## config.mk

```make
export PLATFORM = sky130hd
export DESIGN_NAME = gera_padrao_serial
export DESIGN_NICKNAME = d
export VERILOG_FILES = /design/src/rtl/padrao_serial_pkg.sv /design/src/rtl/shift_reg_piso.sv /design/src/rtl/gera_padrao_serial.sv
export SDC_FILE = /design/constraint.sdc
export NUM_CORES = 1
export LEC_CHECK = 0
export CORE_AREA = 10 10 47 49
export DETAILED_ROUTE_END_ITERATION = 12
export DIE_AREA = 0 0 57 59
export PLACE_DENSITY = 0.61
export SLEW_MARGIN = 30
export SYNTH_ARGS = -nofsm -noshare
export SYNTH_HDL_FRONTEND = slang
export SYNTH_SLANG_ARGS = --single-unit
```

## constraint.sdc

```tcl
create_clock -name clk -period 2.54 [get_ports clk]
set_input_delay 0.381 -clock clk [delete_from_list [all_inputs] [get_ports clk]]
set_output_delay 0.381 -clock clk [all_outputs]
set_load 0.02 [all_outputs]
```

## src/rtl/padrao_serial_pkg.sv

```systemverilog
// rtl/padrao_serial_pkg.sv - shared FSM state type and idle level for the serial pattern generator
// The PARITY state exists only when GERA_PADRAO_PARITY_EN is defined.
package padrao_serial_pkg;

`ifdef GERA_PADRAO_PARITY_EN
  typedef enum logic [1:0] {
    ST_IDLE   = 2'd0,
    ST_SHIFT  = 2'd1,
    ST_PARITY = 2'd2
  } state_e;
`else
  typedef enum logic [1:0] {
    ST_IDLE  = 2'd0,
    ST_SHIFT = 2'd1
  } state_e;
`endif

  localparam logic IDLE_LEVEL_DEFAULT = 1'b0;

endpackage

```

## src/rtl/shift_reg_piso.sv

```systemverilog
// rtl/shift_reg_piso.sv - parallel-in serial-out data register, shifts left, MSB first
// msb_d is the MSB the register will hold after this edge, so the caller can register it.
module shift_reg_piso #(
  parameter int WIDTH = 4
) (
  input  logic             clk,
  input  logic             rst_n,
  input  logic             load,
  input  logic             shift,
  input  logic [WIDTH-1:0] din,
  output logic             msb_d
);

  logic [WIDTH-1:0] data_q;
  logic [WIDTH-1:0] data_d;

  always_comb begin
    data_d = data_q;
    if (load) begin
      data_d = din;
    end else if (shift) begin
      data_d = {data_q[WIDTH-2:0], 1'b0};
    end
  end

  always_ff @(posedge clk or negedge rst_n) begin
    if (!rst_n) begin
      data_q <= '0;
    end else begin
      data_q <= data_d;
    end
  end

  assign msb_d = data_d[WIDTH-1];

endmodule

```

## src/rtl/gera_padrao_serial.sv

```systemverilog
// rtl/gera_padrao_serial.sv - serializes a WIDTH-bit word MSB first with a done pulse
// Optional even-parity trailer cycle when GERA_PADRAO_PARITY_EN is defined.
module gera_padrao_serial
  import padrao_serial_pkg::*;
#(
  parameter int   WIDTH      = 4,
  parameter logic IDLE_LEVEL = IDLE_LEVEL_DEFAULT
) (
  input  logic             clk,
  input  logic             reset,
  input  logic [WIDTH-1:0] data_in,
  input  logic             valid_in,
  output logic             ready_out,
  output logic             x_out,
  output logic             tx_active,
  output logic             done
);

  localparam int CW = (WIDTH > 2) ? $clog2(WIDTH) : 1;

  state_e        state_q, state_d;
  logic [CW-1:0] cnt_q, cnt_d;
  logic          x_out_q, x_out_d;
  logic          tx_q, tx_d;
  logic          rdy_q, rdy_d;
  logic          done_q, done_d;
  logic          accept;
  logic          sr_shift;
  logic          sr_msb_d;
`ifdef GERA_PADRAO_PARITY_EN
  logic          parity_q, parity_d;
`endif

  assign accept   = valid_in & rdy_q;
  assign sr_shift = (state_q == ST_SHIFT) && (cnt_q != '0);

  shift_reg_piso #(.WIDTH(WIDTH)) u_piso (
    .clk   (clk),
    .rst_n (reset),
    .load  (accept),
    .shift (sr_shift),
    .din   (data_in),
    .msb_d (sr_msb_d)
  );

  always_comb begin
    state_d  = state_q;
    cnt_d    = cnt_q;
    x_out_d  = x_out_q;
    tx_d     = tx_q;
    rdy_d    = rdy_q;
    done_d   = 1'b0;
`ifdef GERA_PADRAO_PARITY_EN
    parity_d = parity_q;
`endif
    case (state_q)
      ST_IDLE: begin
        x_out_d = IDLE_LEVEL;
        tx_d    = 1'b0;
        rdy_d   = 1'b1;
        if (accept) begin
          state_d  = ST_SHIFT;
          cnt_d    = CW'(WIDTH - 1);
          x_out_d  = sr_msb_d;
          tx_d     = 1'b1;
          rdy_d    = 1'b0;
`ifdef GERA_PADRAO_PARITY_EN
          parity_d = ^data_in;
`endif
        end
      end
      ST_SHIFT: begin
        if (cnt_q != '0) begin
          cnt_d   = cnt_q - CW'(1);
          x_out_d = sr_msb_d;
        end else begin
`ifdef GERA_PADRAO_PARITY_EN
          state_d = ST_PARITY;
          x_out_d = parity_q;
`else
          state_d = ST_IDLE;
          x_out_d = IDLE_LEVEL;
          tx_d    = 1'b0;
          rdy_d   = 1'b1;
          done_d  = 1'b1;
`endif
        end
      end
`ifdef GERA_PADRAO_PARITY_EN
      ST_PARITY: begin
        state_d = ST_IDLE;
        x_out_d = IDLE_LEVEL;
        tx_d    = 1'b0;
        rdy_d   = 1'b1;
        done_d  = 1'b1;
      end
`endif
      default: begin
        state_d = ST_IDLE;
        x_out_d = IDLE_LEVEL;
        tx_d    = 1'b0;
        rdy_d   = 1'b0;
      end
    endcase
  end

  // ready stays low during reset and rises on the first edge after release
  always_ff @(posedge clk or negedge reset) begin
    if (!reset) begin
      state_q  <= ST_IDLE;
      cnt_q    <= '0;
      x_out_q  <= IDLE_LEVEL;
      tx_q     <= 1'b0;
      rdy_q    <= 1'b0;
      done_q   <= 1'b0;
`ifdef GERA_PADRAO_PARITY_EN
      parity_q <= 1'b0;
`endif
    end else begin
      state_q  <= state_d;
      cnt_q    <= cnt_d;
      x_out_q  <= x_out_d;
      tx_q     <= tx_d;
      rdy_q    <= rdy_d;
      done_q   <= done_d;
`ifdef GERA_PADRAO_PARITY_EN
      parity_q <= parity_d;
`endif
    end
  end

  assign x_out     = x_out_q;
  assign tx_active = tx_q;
  assign ready_out = rdy_q;
  assign done      = done_q;

endmodule
```

Word level (Yosys, flattened, before mapping)
Cells that the tools add are included.
{ "word_totals": {"regBits": 12, "word_cells": 40, "output_inout_bits": 4, "inputBits": 7} }
{ "op_classes": {"bitwise_logic": 1, "reduce_logical": 7, "eq_ne": 4, "addsub": 1, "n_mux": 19} }
{ "ops": {"columns": ["cell", "n"], "rows": [
  ["two-way mux 1 bit", 8],
  ["two-way mux 2 bit", 4],
  ["two-way mux 4 bit", 2],
  ["case mux 2 bit (2 select lines)", 2],
  ["case mux 1 bit (2 select lines)", 3],
  ["nonzero test 2 bit", 3],
  ["inequality test 2 bit (second input constant)", 2],
  ["AND reduction 3 bit", 1],
  ["== test 2 x 1 -> 1 bit (second input constant)", 1],
  ["logical NOT 2 bit", 1],
  ["inequality test 2 x 1 -> 1 bit (second input constant)", 1],
  ["AND reduction 2 bit", 1],
  ["subtractor 2 x 1 -> 2 bit (second input constant)", 1],
  ["AND 1 bit", 1],
  ["logical AND 1 bit", 1]
]} }

Longest topological paths before layout
{ "depth": {"depth_word": 6, "depth_mapped": 6, "depth_no_buf": 5} }

Modules after synthesis
A second synthesis with hierarchy kept.
{ "unflattened": {"cells_unflattened": 41, "area_unflattened_um2": 470.5} }
{ "modules_own_cells": {"columns": ["mod", "instances", "area_per_inst_um2", "cells_each", "seq_area_each_um2"], "rows": [
  ["gera_padrao_serial", 1, 299.0, 25, 175.2],
  ["shift_reg_piso", 1, 171.4, 16, 100.1]
]} }

Worst setup path before layout
No wires, ideal clock.
{ "synth_timing": {"path_kind": "register -> register", "start": "register cnt_q[0]", "end": "register cnt_q[0]", "synth_period_minus_slack_ns": 1.286, "setup_time_ns": 0.125, "n_path_buf": 1, "t_arrival_ns": 1.161, "path_slack_ns": 1.254, "path_stages_with_launch": 7, "t_required_ns": 2.415, "path_cell_list": "dfrtp_1 -> inv_1 -> ha_1 -> nand2b_2 -> buf_6 -> o21ai_2 -> mux2_4"} }
{ "synth_via": {"elab_chain_cells": 3, "word_cells_on_any_way": 6, "classes_between": "add/sub (1); eq/ne (1); mux (2); reduce/logical (2)"} }
{ "synth_lines": {"columns": ["element", "line", "text"], "rows": [
  ["from (decl)", "gera_padrao_serial.sv:22", "logic [CW-1:0] cnt_q, cnt_d;"],
  ["from (signal assigned)", "gera_padrao_serial.sv:121", "cnt_q <= cnt_d;"],
  ["subtractor 2 x 1 -> 2 bit or nonzero test 2 bit (tied branches)", "gera_padrao_serial.sv:74, gera_padrao_serial.sv:73", null],
  ["two-way mux 2 bit or inequality test 2 x 1 -> 1 bit (tied branches)", null, null],
  ["case mux 2 bit (2 select lines) or AND reduction 3 bit (tied branches)", null, null]
]} }
Parallel ways exist; a longest one is shown, timed or not. The select of a mux whose other input is x is not followed.
A chain may end at the register's enable or synchronous reset.

Worst setup path after layout
{ "layout_timing": {"start": "register rdy_q (netlist: ready_out)", "end": "output ready_out"} }
{ "layout_rtl": {"columns": ["element", "line", "text"], "rows": [
  ["from (decl)", "gera_padrao_serial.sv:25", "logic rdy_q, rdy_d;"],
  ["from (signal assigned)", "gera_padrao_serial.sv:124", "rdy_q <= rdy_d;"],
  ["to (decl)", "gera_padrao_serial.sv:13", "output logic ready_out,"]
]} }
No word-level cell between the ends.

==> results.md <==
- Outcome: finished, final reports clean
- Setup TNS: 0 ns
- Final setup skew: 0.002330 ns
- Fillers: 156
- Worst hold path class: primary input to asynchronous set/reset pin
- Num rows: 14
- PostCTS Resize Cnt: 0
- FF/Latch Area: 250.2 sq um
- Root Driver: clkbuf_4
- CTS buffer count: 3
- Post-Syn Nets: 49
- Yosys reg bits: 10
- Unique masters post-synth: 19
- Slew headroom: 70.72%
- Layout cell share with drive strength beyond 1: 13.46%
- Unrepaired setup endpoints after global routing: false
- WS Path Type: flip-flop to output pin
- First-pass DRT Iterations: 3
- Critical Path RT: 2.16 ns
- Worst-Margin Slew: 0.4378 ns
- Syn avg cell area: 10.83 sq um
- Max Buffers Root-to-Sink: 2
- Drt wl/cell: 11.53 um
- Final Slew Violations: 0
- Post-synth top cells: dfrtp_1 (10), nor2_1 (7), a21oi_1 (3), inv_1 (3)
- # diodes: 0
- Core area: 0.001401 sq mm
- Post-synth top area cell: dfrtp_1
- Mapped Area: 444.2 sq um
- Antenna Nets Post-Route: 0
- Fin crit period: 1.666 ns
- Largest net degree at the start of global routing: 11
- CTS tree: done
- Most frequent cell after synthesis: dfrtp_1
- Share of the synthesized area in the top cell type: 56.34%
- Final Power: 691.5 uW
- Area after DPL: 548.0 sq um
- Final worst path period share: 65.57%
- Skew-Pair Late Insertion Delay: 0.26 ns
- Gr ovfl total: 0
- EDFF count, synth: 0
- Multi-input gate area: 166.4 sq um
- GRT Overall Usage: 5.355%
- Top Family by Delay on Critical Path: buffers and inverters
- Post-CTS Setup Inserts: 0
- Total Wirelength: 784 um
- Ports: 11
- Placer Congestion: 0.7361
- Area grow syn2layout: 28.45%
- Crit-path slowest cell: clkdlybuf4s50_1
- Setup violators final: 0
- Maximum vdd drop: 0.0004837 V
- Slowest stage delay, CP: 0.63 ns
- CP endpoint kind: output pin
- Crit Path Max Fanout: 5
- Cts hold-fix bufs: 0
- Initial drt markers: 2
- Antenna violations before repair: 0
- Starting Density: 31.70%
- Final HPWL DP: 593.4 um
- Sequential area share after synthesis: 56.34%
- Finished layout cell area: 570.5 sq um
- Predominant post-synthesis flop cell: dfrtp_1
- Fmax: 0.6004 GHz
- Top cells by area, synth: dfrtp_1 (56%), nor2_1 (5.9%), mux2i_1 (4.5%), a21oi_1 (3.4%), mux2_4 (3.4%)
- Die Y: 59 um
- # nets final: 62
- Final hold violations: 0
- Synth async-reset ratio: 100.0%
- Worst-path cell chain: clkdlybuf4s50_1
- First-pass GRT wire length: 1.317 mm
- Synth warn: 0
- Sink Count: 10
- Via Count: 318
- Layout Utilization: 40.71%
- Die W: 57 um
- CP bufs+invs: 1
- Vias in the first global route: 299
- Startpoint types: flip-flop
- Power Density: 1212 mW/mm^2
- Port Buffers: 10
- # H-tree levels: 1
- Max-cap check violation count: 0
- DR DRC count: 0
- Via-to-Cell Ratio: 4.676
- Leakage: 0.2644 nW
- Critical Path AT: 1.28 ns
- Syn Inst Count: 41
- Die Area: 0.003363 sq mm
- Clk slew on worst S/H paths: 0.06 ns
-- final cells by class --
type                    count  area share, %
flip-flops and latches     10          43.86
multi-input cells          26          29.17
repair buffers             10          17.54
clock buffers               3          3.947
well taps                  16          3.509
inverters                   3          1.974
-- path summary, 6_finish.rpt --
check,depth (start not counted),endpoint,slack [ns],start
max,1,ready_out,0.87,ready_out$_DFFE_PN0P_
min,1,ready_out$_DFFE_PN0P_,0.43,reset
max reg2reg,5,cnt_q[0]$_DFFE_PN0P_,1.16,cnt_q[0]$_DFFE_PN0P_
min reg2reg,2,u_piso.data_q[0]$_DFFE_PN0P_,0.52,u_piso.data_q[0]$_DFFE_PN0P_
max in group asynchronous,1,cnt_q[1]$_DFFE_PN0P_,1.81,reset
min in group clk,2,u_piso.data_q[0]$_DFFE_PN0P_,0.52,u_piso.data_q[0]$_DFFE_PN0P_
-- logic make-up (layout without fill, tap and decap cells) --
group                    count (synthesis)  after routing  share of synthesized area (%)
AND/OR/NAND/NOR                         14             14                          14.93
flip-flops                              10             10                          56.34
AO/OA/AOI/OAI                            8              8                          11.83
buffers and inverters                    5             16                          6.196
multiplexers                             3              3                          7.887
adder cells (fa/ha/maj)                  1              1                          2.816
-- report_power, final --
group	total, mW	internal [mW]	switching, mW
logic	0.307	0.157	0.151
clock network	0.103	0.0544	0.0483
registers	0.282	0.232	0.0496
-- through the flow --
| step | worst slack, ns | std cells | hold WS, ns |
|---|---|---|---|
| finish | 0.8745 | 68 | 0.4307 |
| global route | 0.8030 | 68 | 0.4607 |
| global placement | 1.008 | 65 | 0.4927 |
| detailed placement | 0.9831 | 65 | 0.4994 |
| floorplan | 1.254 | 41 | 0.08541 |
| CTS | 0.8575 | 68 | 0.4460 |
-- metal layers --
metal  global-route usage, %  vias to the layer above  routed length, um  share of wire [%]
li1                        -                      162                  -                  -
met1                   5.212                      141                359                 46
met2                   7.287                       11                348                 44
met3                   4.506                        4                 55                7.0
met4                   4.027                        0                 20                2.6
met5                       0                        -                  0                  0
-- flip-flops by register name, indices dropped and copies added, names as in the netlist --
signal,count
x_out,1
done,1
ready_out,1
cnt_q,2
state_q,1
u_piso.data_q,3
tx_active,1
-- layout by cell type (no fill, tap or decap) --
| cell type | n |
|---|---|
| inv_1 | 3 |
| dfrtp_1 | 10 |
| a21oi_1 | 3 |
| nand3_1 | 2 |
| o21ai_2 | 1 |
| o22ai_1 | 1 |
| nand2_1 | 2 |
| clkdlybuf4s50_1 | 10 |
| a22oi_1 | 1 |
| and2_2 | 1 |
| clkbuf_4 | 3 |
| nand2b_2 | 1 |
| and3_1 | 1 |
| mux2_4 | 1 |
| a31oi_1 | 1 |
| nor2_1 | 7 |
| o2bb2ai_1 | 1 |
| ha_1 | 1 |
| mux2i_1 | 2 |
No activity file was read; power rests on OpenSTA's default activity.
